--- src/rtl/ifetch_seq.sv ---
// ifetch_seq: two-state (IDLE/REQ) instruction fetch sequencer driving pc.in/pc.we.
// Optional IFETCH_ALIGN_CHECK_EN: misaligned start raises sticky fault instead of masking.
`ifndef ADDR_LEN
`define ADDR_LEN 32
`endif

module ifetch_seq #(
    parameter int ADDR_W = `ADDR_LEN,
    parameter int INSN_W = 32
) (
    input  logic              clk,
    input  logic              rst_n,
    input  logic              start,
    input  logic [ADDR_W-1:0] pc_cur,
    input  logic              redirect,
    input  logic [ADDR_W-1:0] redirect_addr,
    output logic [ADDR_W-1:0] pc_next,
    output logic              pc_we,
    output logic              imem_req,
    output logic [ADDR_W-1:0] imem_addr,
    input  logic              imem_ack,
    input  logic [INSN_W-1:0] imem_rdata,
    output logic [INSN_W-1:0] ir,
    output logic              ir_valid,
    output logic              busy,
    output logic              fault
);

    typedef enum logic {
        IDLE,
        REQ
    } state_t;

    state_t            state, state_n;
    logic [ADDR_W-1:0] tgt, tgt_n;
    logic [ADDR_W-1:0] pc_next_n, addr_n;
    logic [INSN_W-1:0] ir_n;
    logic              flush, flush_n;
    logic              pc_we_n, req_n, irv_n, fault_n;
    logic [ADDR_W-1:0] fetch_addr;
    logic              start_ok, start_bad;

    assign fetch_addr = pc_cur & ~ADDR_W'(3);

`ifdef IFETCH_ALIGN_CHECK_EN
    assign start_ok  = start && !fault && (pc_cur[1:0] == 2'b00);
    assign start_bad = start && (pc_cur[1:0] != 2'b00);
`else
    assign start_ok  = start;
    assign start_bad = 1'b0;
`endif

    assign busy = (state != IDLE);

    always_comb begin
        state_n   = state;
        tgt_n     = tgt;
        flush_n   = flush;
        pc_next_n = pc_next;
        addr_n    = imem_addr;
        ir_n      = ir;
        fault_n   = fault;
        pc_we_n   = 1'b0;
        req_n     = 1'b0;
        irv_n     = 1'b0;
        unique case (state)
            IDLE: begin
                if (redirect) begin
                    pc_next_n = redirect_addr;
                    pc_we_n   = 1'b1;
                end else if (start_ok) begin
                    addr_n  = fetch_addr;
                    req_n   = 1'b1;
                    state_n = REQ;
                end else begin
                    fault_n = fault | start_bad;
                end
            end
            REQ: begin
                req_n = 1'b1;
                if (redirect) begin
                    flush_n = 1'b1;
                    tgt_n   = redirect_addr;
                end
                if (imem_ack) begin
                    req_n   = 1'b0;
                    pc_we_n = 1'b1;
                    flush_n = 1'b0;
                    state_n = IDLE;
                    // A redirect on the ack cycle itself still squashes this fetch
                    if (redirect) begin
                        pc_next_n = redirect_addr;
                    end else if (flush) begin
                        pc_next_n = tgt;
                    end else begin
                        ir_n      = imem_rdata;
                        irv_n     = 1'b1;
                        pc_next_n = imem_addr + ADDR_W'(4);
                    end
                end
            end
        endcase
    end

    always_ff @(posedge clk or negedge rst_n) begin
        if (!rst_n) begin
            state     <= IDLE;
            tgt       <= '0;
            flush     <= 1'b0;
            pc_next   <= '0;
            pc_we     <= 1'b0;
            imem_req  <= 1'b0;
            imem_addr <= '0;
            ir        <= '0;
            ir_valid  <= 1'b0;
            fault     <= 1'b0;
        end else begin
            state     <= state_n;
            tgt       <= tgt_n;
            flush     <= flush_n;
            pc_next   <= pc_next_n;
            pc_we     <= pc_we_n;
            imem_req  <= req_n;
            imem_addr <= addr_n;
            ir        <= ir_n;
            ir_valid  <= irv_n;
            fault     <= fault_n;
        end
    end

endmodule

--- config.mk ---
export PLATFORM = sky130hd
export DESIGN_NAME = ifetch_seq
export DESIGN_NICKNAME = d
export VERILOG_FILES = /design/src/rtl/ifetch_seq.sv
export SDC_FILE = /design/constraint.sdc
export NUM_CORES = 1
export LEC_CHECK = 0
export BUFFER_PORTS_ARGS = -buffer_cell sky130_fd_sc_hd__buf_2
export CORE_UTILIZATION = 40
export CTS_BUF_LIST = sky130_fd_sc_hd__clkbuf_2
export CTS_CLUSTER_DIAMETER = 200
export CTS_CLUSTER_SIZE = 14
export DETAILED_ROUTE_END_ITERATION = 10
export GPL_ROUTABILITY_DRIVEN = 0
export GPL_TIMING_DRIVEN = 1
export PLACE_DENSITY = 0.72
export SYNTH_ARGS = -nofsm -noshare
export SYNTH_HDL_FRONTEND = slang
export SYNTH_SLANG_ARGS = --single-unit
--- constraint.sdc ---
create_clock -name clk -period 2.4 [get_ports clk]
set_input_delay 0.24 -clock clk [delete_from_list [all_inputs] [get_ports clk]]
set_output_delay 0.24 -clock clk [all_outputs]
set_load 0.05 [all_outputs]
---- After elaboration in Yosys (flattened, before gate mapping) ----
Cells that the tools add are included.
word-level totals
  bits in registers ....................... 130
  bits of input ports ..................... 101
  output and inout port bits .............. 101
cells by class
  add/subtract/negate cells ............... 1
  equal/unequal tests ..................... 2
  muxes and demuxes ....................... 18
  bitwise operators ....................... 3
  reduce and logical (&&, ||, !) cells .... 6
operator list
  kind                     number
  $mux W32                 4
  $pmux W32 S2             1
  $add A32 B3 Y32 const B  1
  $mux W1                  11
  $reduce_and A2 Y1        3
  $ne A2 B2 Y1 const B     2
  $pmux W1 S2              2
  $reduce_and A4 Y1        1
  $not A1 Y1               3
  $reduce_and A3 Y1        1
  $reduce_bool A2 Y1       1

---- Depth between registers and ports, before layout ----
Gate-level depths: netlist (run 1).
  depth after elaboration ................. 5
  mapped depth ............................ 8
  gate-level depth less buffers ........... 6

---- Worst setup path before layout (run 1) ----
OpenSTA, ideal clock, no wires.
  path type ............................... register -> register
  start point ............................. register imem_addr[2]
  end point ............................... register pc_next[28]
  setup time .............................. 0.094 ns
  data arrival time ....................... 2.024 ns
  required time ........................... 2.306 ns
  path slack .............................. 0.282 ns
  cell stages (with the launch flop) ...... 7
  path buffers ............................ 0
  cell sequence ........................... dfrtp_1 -> ha_1 -> nand4_1 -> nor3_1 -> nand3_4 -> xor2_1 -> a221oi_2
on the way
  longest elaborated chain between the ends .. 5
ends and longest elaborated chain
  element                 RTL line  text
  from (decl)             20        output logic [ADDR_W-1:0] imem_addr,
  from (signal assigned)  124       imem_addr <= addr_n;
  $add A32 B3 Y32         98        pc_next_n = imem_addr + ADDR_W'(4);
  $mux W32                93        end else if (flush) begin
  $mux W32                91        if (redirect) begin
  $mux W32                85        if (imem_ack) begin
  $pmux W32 S2            66        unique case (state)
  to (signal assigned)    121       pc_next <= pc_next_n;
  to (decl)               17        output logic [ADDR_W-1:0] pc_next,
No other way between the ends. The select of a mux whose other input is x is not followed.
A chain may end at the register's enable or synchronous reset.

---- Final worst setup path (run 1) ----
Same ends and word-level chain as after synthesis.

==> impl_metrics.json, run 1 <==
{
  "final-setup-viol-count": 0,
  "antenna_found_initial": 0,
  "drtAntennaViolNets": 0,
  "synth_xor_area_share_pct": 4.146,
  "cp_num_buf_inv": 0,
  "yosysTopAreaCellShare_pct": 55.00,
  "dr_wl_met3_um": 1228,
  "clk_pin_slew_ps": 170,
  "instances_no_fill": 1043,
  "clock_latency_ps": 690,
  "viasPerCell": 5.174,
  "cts_hold_buf": 99,
  "postSynthCellCount": 549,
  "critical-path-max-stage-delay_ps": 500,
  "worst_clock_skew_ps": 29.42,
  "syn-cell-area_sq_mm": 0.005914,
  "dp_cells": 916,
  "synth-seq-area-share_pct": 55.00,
  "rsz0062_at_grt": "false",
  "synth_edf_count": 0,
  "critPathMaxFanout": 6,
  "ir_drop_mv": 0.7903,
  "grt_usage_pct": 24.86,
  "first_pass_iters": 5,
  "ys_ff_latch": 130,
  "synth_area_leaders": "dfrtp_1, mux2_2, nand2_1",
  "worst_ep_required_time_ps": 3000,
  "crit_path_start_kind": "flip-flop",
  "io-pin-count": 202,
  "drtIter0Drc": 222,
  "p_leak_nw": 3.952,
  "synthAdderAreaFrac_pct": 0.2116,
  "wl_per_cell_um": 17.42,
  "avgSynthCellArea_sq_um": 10.77,
  "setup_tns_ps": 0,
  "syn2layout_area_growth_pct": 41.10,
  "postCtsResizedCells": 0,
  "nNetsFinal": 952,
  "gr-total-overflow": 0,
  "yosysWarnings": 0,
  "synth_top_area_cell": "dfrtp_1",
  "core-area_sq_mm": 0.01448,
  "rows": 44,
  "post-route-period-util_pct": 88.22,
  "die_h_um": 123.6,
  "topRoutingLayerUsed": "met4",
  "crit_path_end_kind": "flip-flop",
  "crit_slowest_cell": "dfrtp_1",
  "wl_met1_um": 7897,
  "total_power_mw": 7.774,
  "hp-class": "primary input to asynchronous set/reset pin",
  "outcome": "finished clean",
  "worst-endpoint-arrival_ps": 2720,
  "synth-main-ff-cell": "dfrtp_1",
  "cts.sinks": 130,
  "crit_chain": "ha_1 -> nand4_1 -> nor3_1 -> nand3_4 -> xor2_1 -> a221oi_2",
  "crit_family": "simple AND/OR/NAND/NOR gates",
  "hpwlAfterDp_um": 11730,
  "hold_viol_final": 0,
  "fill_cells": 1223,
  "path_class": "flip-flop to flip-flop",
  "postCtsSetupRepairBufs": 0,
  "grt_pass1_wl_um": 28240,
  "muxShareOfSynthArea_pct": 12.46,
  "num_antenna_cells": 0,
  "drv_cap": 0,
  "cts.htree.levels": 4,
  "die_area_sq_mm": 0.01528,
  "met2_length_um": 8605,
  "clockRootBuffer": "clkbuf_2",
  "grt_pass1_vias": 5411,
  "drc_errors": 0,
  "synth_cell_types": 44,
  "fmax_mhz": 472.3,
  "vias": 5397,
  "synthSimpleGateAreaFrac_pct": 14.26,
  "drv_slew": 0,
  "cts_buffers": 17,
  "io_buffers": 196,
  "slew-limit-headroom_pct": 45.43,
  "clock_path_buffers": 2,
  "worst_slew_pin_slew_ps": 817.6,
  "synth_top_family_by_area": "simple AND/OR/NAND/NOR gates",
  "synth_compound_area_share_pct": 10.81,
  "cts_tree": "built",
  "drive_gt1_share_pct": 35.74,
  "drt-total-wl_um": 18170,
  "initial_core_util_pct": 40.85,
  "grt_max_degree": 65,
  "dieWidth_um": 123.6,
  "async_flop_share_pct": 100.0,
  "fin_crit_ps": 2117,
  "p_per_area_mw_per_mm2": 931.5
}
==> cell families after synthesis <==
| family | count (synthesis) |
|---|---|
| flip-flops | 130 |
| AND/OR/NAND/NOR | 183 |
| adder cells (fa/ha/maj) | 1 |
| AO/OA/AOI/OAI | 99 |
| other | 1 |
| buffers and inverters | 41 |
| XOR/XNOR | 28 |
| multiplexers | 66 |
==> cell usage in the layout, fill, tap and decap left out, drive strengths merged, types with 2 or more instances in the layout <==
master       netlist  layout
nand2            124     124
conb               1       3
nor3b              2       2
bufinv             0       2
mux2i              5       5
inv                3       3
a21oi             29      29
a221oi             3       3
nor3               6       6
o211ai             2       2
o22ai             17      17
a22oi              2       2
clkinv             2       7
a32oi              3       3
mux2              61      61
nor4               5       5
o221ai             2       2
a32o              13      13
nand4             13      13
and3               2       2
nand3             14      14
dlygate4sd3        0      99
clkbuf            20      19
xor2              24      24
o21ai             24      24
and2               3       3
nand2b             3       3
nor2               8       8
a211oi             3       3
buf               16     217
clkinvlp           0       2
dfrtp            130     130
xnor2              4       4
==> synthesized netlist by cell type (3+ instances only) <==
cell type and instances:
dfrtp_1 130, nand2_1 124, mux2_2 61, a21oi_1 29
xor2_1 24, o21ai_0 21, clkbuf_1 20, o22ai_1 17
a32o_1 13, nand3_1 13, nand4_1 12, buf_1 8
nor2_1 8, nor3_1 6, mux2i_1 5, buf_4 4
xnor2_1 4, a211oi_1 3, a32oi_1 3, and2_1 3
buf_2 3, inv_1 3, nand2b_1 3, nor4_1 3
o21ai_1 3
==> metrics by stage <==
step	util (%)	worst slack (ps)	hold WS, ps	area (sq um)
6_report	57.64	282.8	77.40	8346
3_5_place_dp	49.49	333.3	272.8	7166
5_1_grt	57.64	104.8	60.93	8346
2_1_floorplan	-	282.1	-55.59	5922
3_3_place_gp	49.49	360.8	275.2	7166
4_1_cts	57.64	293.2	17.47	8346
==> worst reg2reg max path: stages (launching register included) <==
cell      delay, ps
dfrtp_1         500
ha_1            260
nand4_1         300
nor3_1          410
nand3_4         100
xor2_1          190
a221oi_2        290
==> final cells by class <==
| cell class | count | area [sq um] | share of cell area, % |
|---|---|---|---|
| clock inverter | 9 | 93.84 | 1.124 |
| multi-input combinational | 380 | 2494 | 29.88 |
| inverter | 5 | 18.77 | 0.2249 |
| tap | 184 | 230.2 | 2.759 |
| timing repair buffer | 316 | 2161 | 25.89 |
| sequential | 130 | 3253 | 38.98 |
| clock buffer | 19 | 95.09 | 1.139 |
==> flip-flops by register name, summed over array words and instances, names as in the netlist <==
register / cells
busy: 1
flush: 1
imem_addr: 30
ir: 32
ir_valid: 1
pc_next: 32
pc_we: 1
tgt: 32
==> power breakdown <==
group	leakage, nW	internal (mW)	switching [mW]
combinational	2.27	0.982	2.40
clock	0.115	0.445	0.761
sequential	1.57	2.75	0.437
total	3.95	4.18	3.60
==> worst paths after layout <==
path,start,end,slack [ps],cells past startpoint
worst max-delay path,imem_addr[2],pc_next[28],280,6
worst min-delay path,rst_n,tgt[21],80,2
worst max register to register,imem_addr[2],pc_next[28],280,6
worst min register to register,ir[5],ir[5],490,2
max in group asynchronous,rst_n,ir[5],1630,3
min in group clk,imem_rdata[9],ir[9],260,4
==> routing by layer <==
metal	global-route usage, %	vias up
li1	-	2532
met1	31.26	2596
met2	40.14	234
met3	6.777	35
met4	10.69	0
met5	0	-
No activity file was read; power rests on OpenSTA's default activity.
==> inputs of run 2 (changes only) <==
==> constraint.sdc (replaced) <==
create_clock -name clk -period 2.4 [get_ports clk]
set_input_delay 0.24 -clock clk [delete_from_list [all_inputs] [get_ports clk]]
set_output_delay 0.24 -clock clk [all_outputs]
set_load 0.005 [all_outputs]
==> impl_metrics.json, run 2 (synthesized netlist as in run 1, its figures left out) <==
{
  "outcome": "finished clean",
  "num_antenna_cells": 0,
  "post-route-period-util_pct": 88.71,
  "p_comb_share_pct": 29.8,
  "setup_tns_ps": 0,
  "crit_chain": "ha_1 -> nand4_1 -> nor3_1 -> nand3_4 -> xor2_1 -> a221oi_2",
  "worst-endpoint-arrival_ps": 2740,
  "fmax_mhz": 469.7,
  "seqPwrFrac_pct": 51.5,
  "ir_drop_mv": 0.5896,
  "final-setup-viol-count": 0,
  "slew-limit-headroom_pct": 48.45,
  "critical-path-max-stage-delay_ps": 490,
  "crit_path_start_kind": "flip-flop",
  "worst_clock_skew_ps": 26.24,
  "drtIter0Drc": 286,
  "first_pass_iters": 5,
  "hpwlAfterDp_um": 11630,
  "clockRootBuffer": "clkbuf_2",
  "grt_usage_pct": 24.13,
  "nNetsFinal": 950,
  "grt_pass1_wl_um": 27480,
  "clockPowerShare_pct": 18.7,
  "drtAntennaViolNets": 0,
  "reg_top3": "ir x32, pc_next x32, tgt x32",
  "drc_errors": 0,
  "crit_path_end_kind": "flip-flop",
  "path_class": "flip-flop to flip-flop",
  "antenna_found_initial": 0,
  "r2r_setup_slack_ps": 270,
  "hold_viol_final": 0,
  "worst_ep_required_time_ps": 3010,
  "clock_path_buffers": 2,
  "clk_pin_slew_ps": 180,
  "cts_buffers": 17,
  "core-area_sq_mm": 0.01448,
  "rows": 44,
  "postCtsSetupRepairBufs": 0,
  "dp_cells": 914,
  "grt_pass1_vias": 5316,
  "p_leak_nw": 3.942,
  "drv_slew": 0,
  "wl_per_cell_um": 16.99,
  "p_per_area_mw_per_mm2": 744.3,
  "crit_slowest_cell": "dfrtp_1",
  "io-pin-count": 202,
  "instances_no_fill": 1045,
  "worst_slew_pin_slew_ps": 772.5,
  "p_switching_mw": 2.135,
  "critPathMaxFanout": 6,
  "cts_tree": "built",
  "syn2layout_area_growth_pct": 40.87,
  "die_area_sq_mm": 0.01528,
  "drt-total-wl_um": 17750,
  "intPower_mw": 4.067,
  "placed_cell_area_sq_mm": 0.007151,
  "final_cell_mix": "buf_2, dfrtp_1, nand2_1",
  "initial_core_util_pct": 40.85,
  "gr-total-overflow": 0,
  "drive_gt1_share_pct": 36.00,
  "netSwitchingFraction_pct": 34.42,
  "clock_latency_ps": 700,
  "drv_cap": 0,
  "vias": 5379,
  "die_h_um": 123.6,
  "cts.sinks": 130,
  "total_power_mw": 6.202,
  "grt_max_degree": 65,
  "dieWidth_um": 123.6,
  "io_buffers": 196,
  "fin_crit_ps": 2129,
  "final_area_sq_mm": 0.008332,
  "rsz0062_at_grt": "false",
  "final_common_cell": "buf_2",
  "cts.htree.levels": 4,
  "viasPerCell": 5.147,
  "hp-class": "primary input to asynchronous set/reset pin"
}
run 2: layout make-up:
type                       instances  area, sq um
timing repair buffer             314         2146
fill                            1197         6147
clock buffer                      19        95.09
inverter                           5        18.77
sequential                       130         3253
clock inverter                    13        95.09
multi-input combinational        380         2494
tap                              184        230.2
run 2: final timing paths:
kind                               end            from  depth (start not counted)
max in group asynchronous      tgt[18]           rst_n                          3
max                        pc_next[28]    imem_addr[2]                          6
min reg2reg                      ir[8]           ir[8]                          2
min                            tgt[21]           rst_n                          2
max reg2reg                pc_next[28]    imem_addr[2]                          6
min in group clk                ir[30]  imem_rdata[30]                          4
run 2: worst max-delay path: cells and delay by family, from the launching register on:
family / cells / cell delay (ps)
DFF: 1 / 490
AOI/OAI and AO/OA: 1 / 280
xor gates and xnor gates: 1 / 190
adders and majority gates: 1 / 260
and+or+nand+nor: 3 / 830
run 2: metrics by stage:
stage                     hold WS (ps)  setup slack, ps  util, %
final                            65.41            271.1    57.54
after floorplan                 -55.59            664.1        -
after global routing             71.17            86.63    57.54
after CTS                        32.83            280.6    57.54
after global placement           276.6            374.9    49.39
after detailed placement         270.5            329.5    49.39
run 2: timing repair:
| action | in CTS | in global routing |
|---|---|---|
| hold endpoints to repair | 258 | 0 |
| endpoints found under the setup margin | 0 | 0 |
| hold buffers | 99 | 0 |
| resized for setup | 0 | 0 |
run 2: metal layers:
| layer | GRT usage [%] | wire length (um) | up-vias |
|---|---|---|---|
| met5 | 0 | 0 | - |
| met3 | 6.364 | 1239 | 33 |
| met2 | 38.19 | 8416 | 236 |
| met4 | 9.111 | 390 | 0 |
| met1 | 31.66 | 7707 | 2579 |
| li1 | - | - | 2531 |
run 2: power by group through the flow:
stage / combinational [mW] / sequential [mW] / clock [mW]
finish: 1.85 / 3.20 / 1.16
global route: 2.05 / 3.28 / 1.31
CTS: 1.83 / 3.19 / 1.20
detailed placement: 1.71 / 3.21 / 0
global placement: 1.67 / 3.21 / 0
floorplan: 0.850 / 3.19 / 0
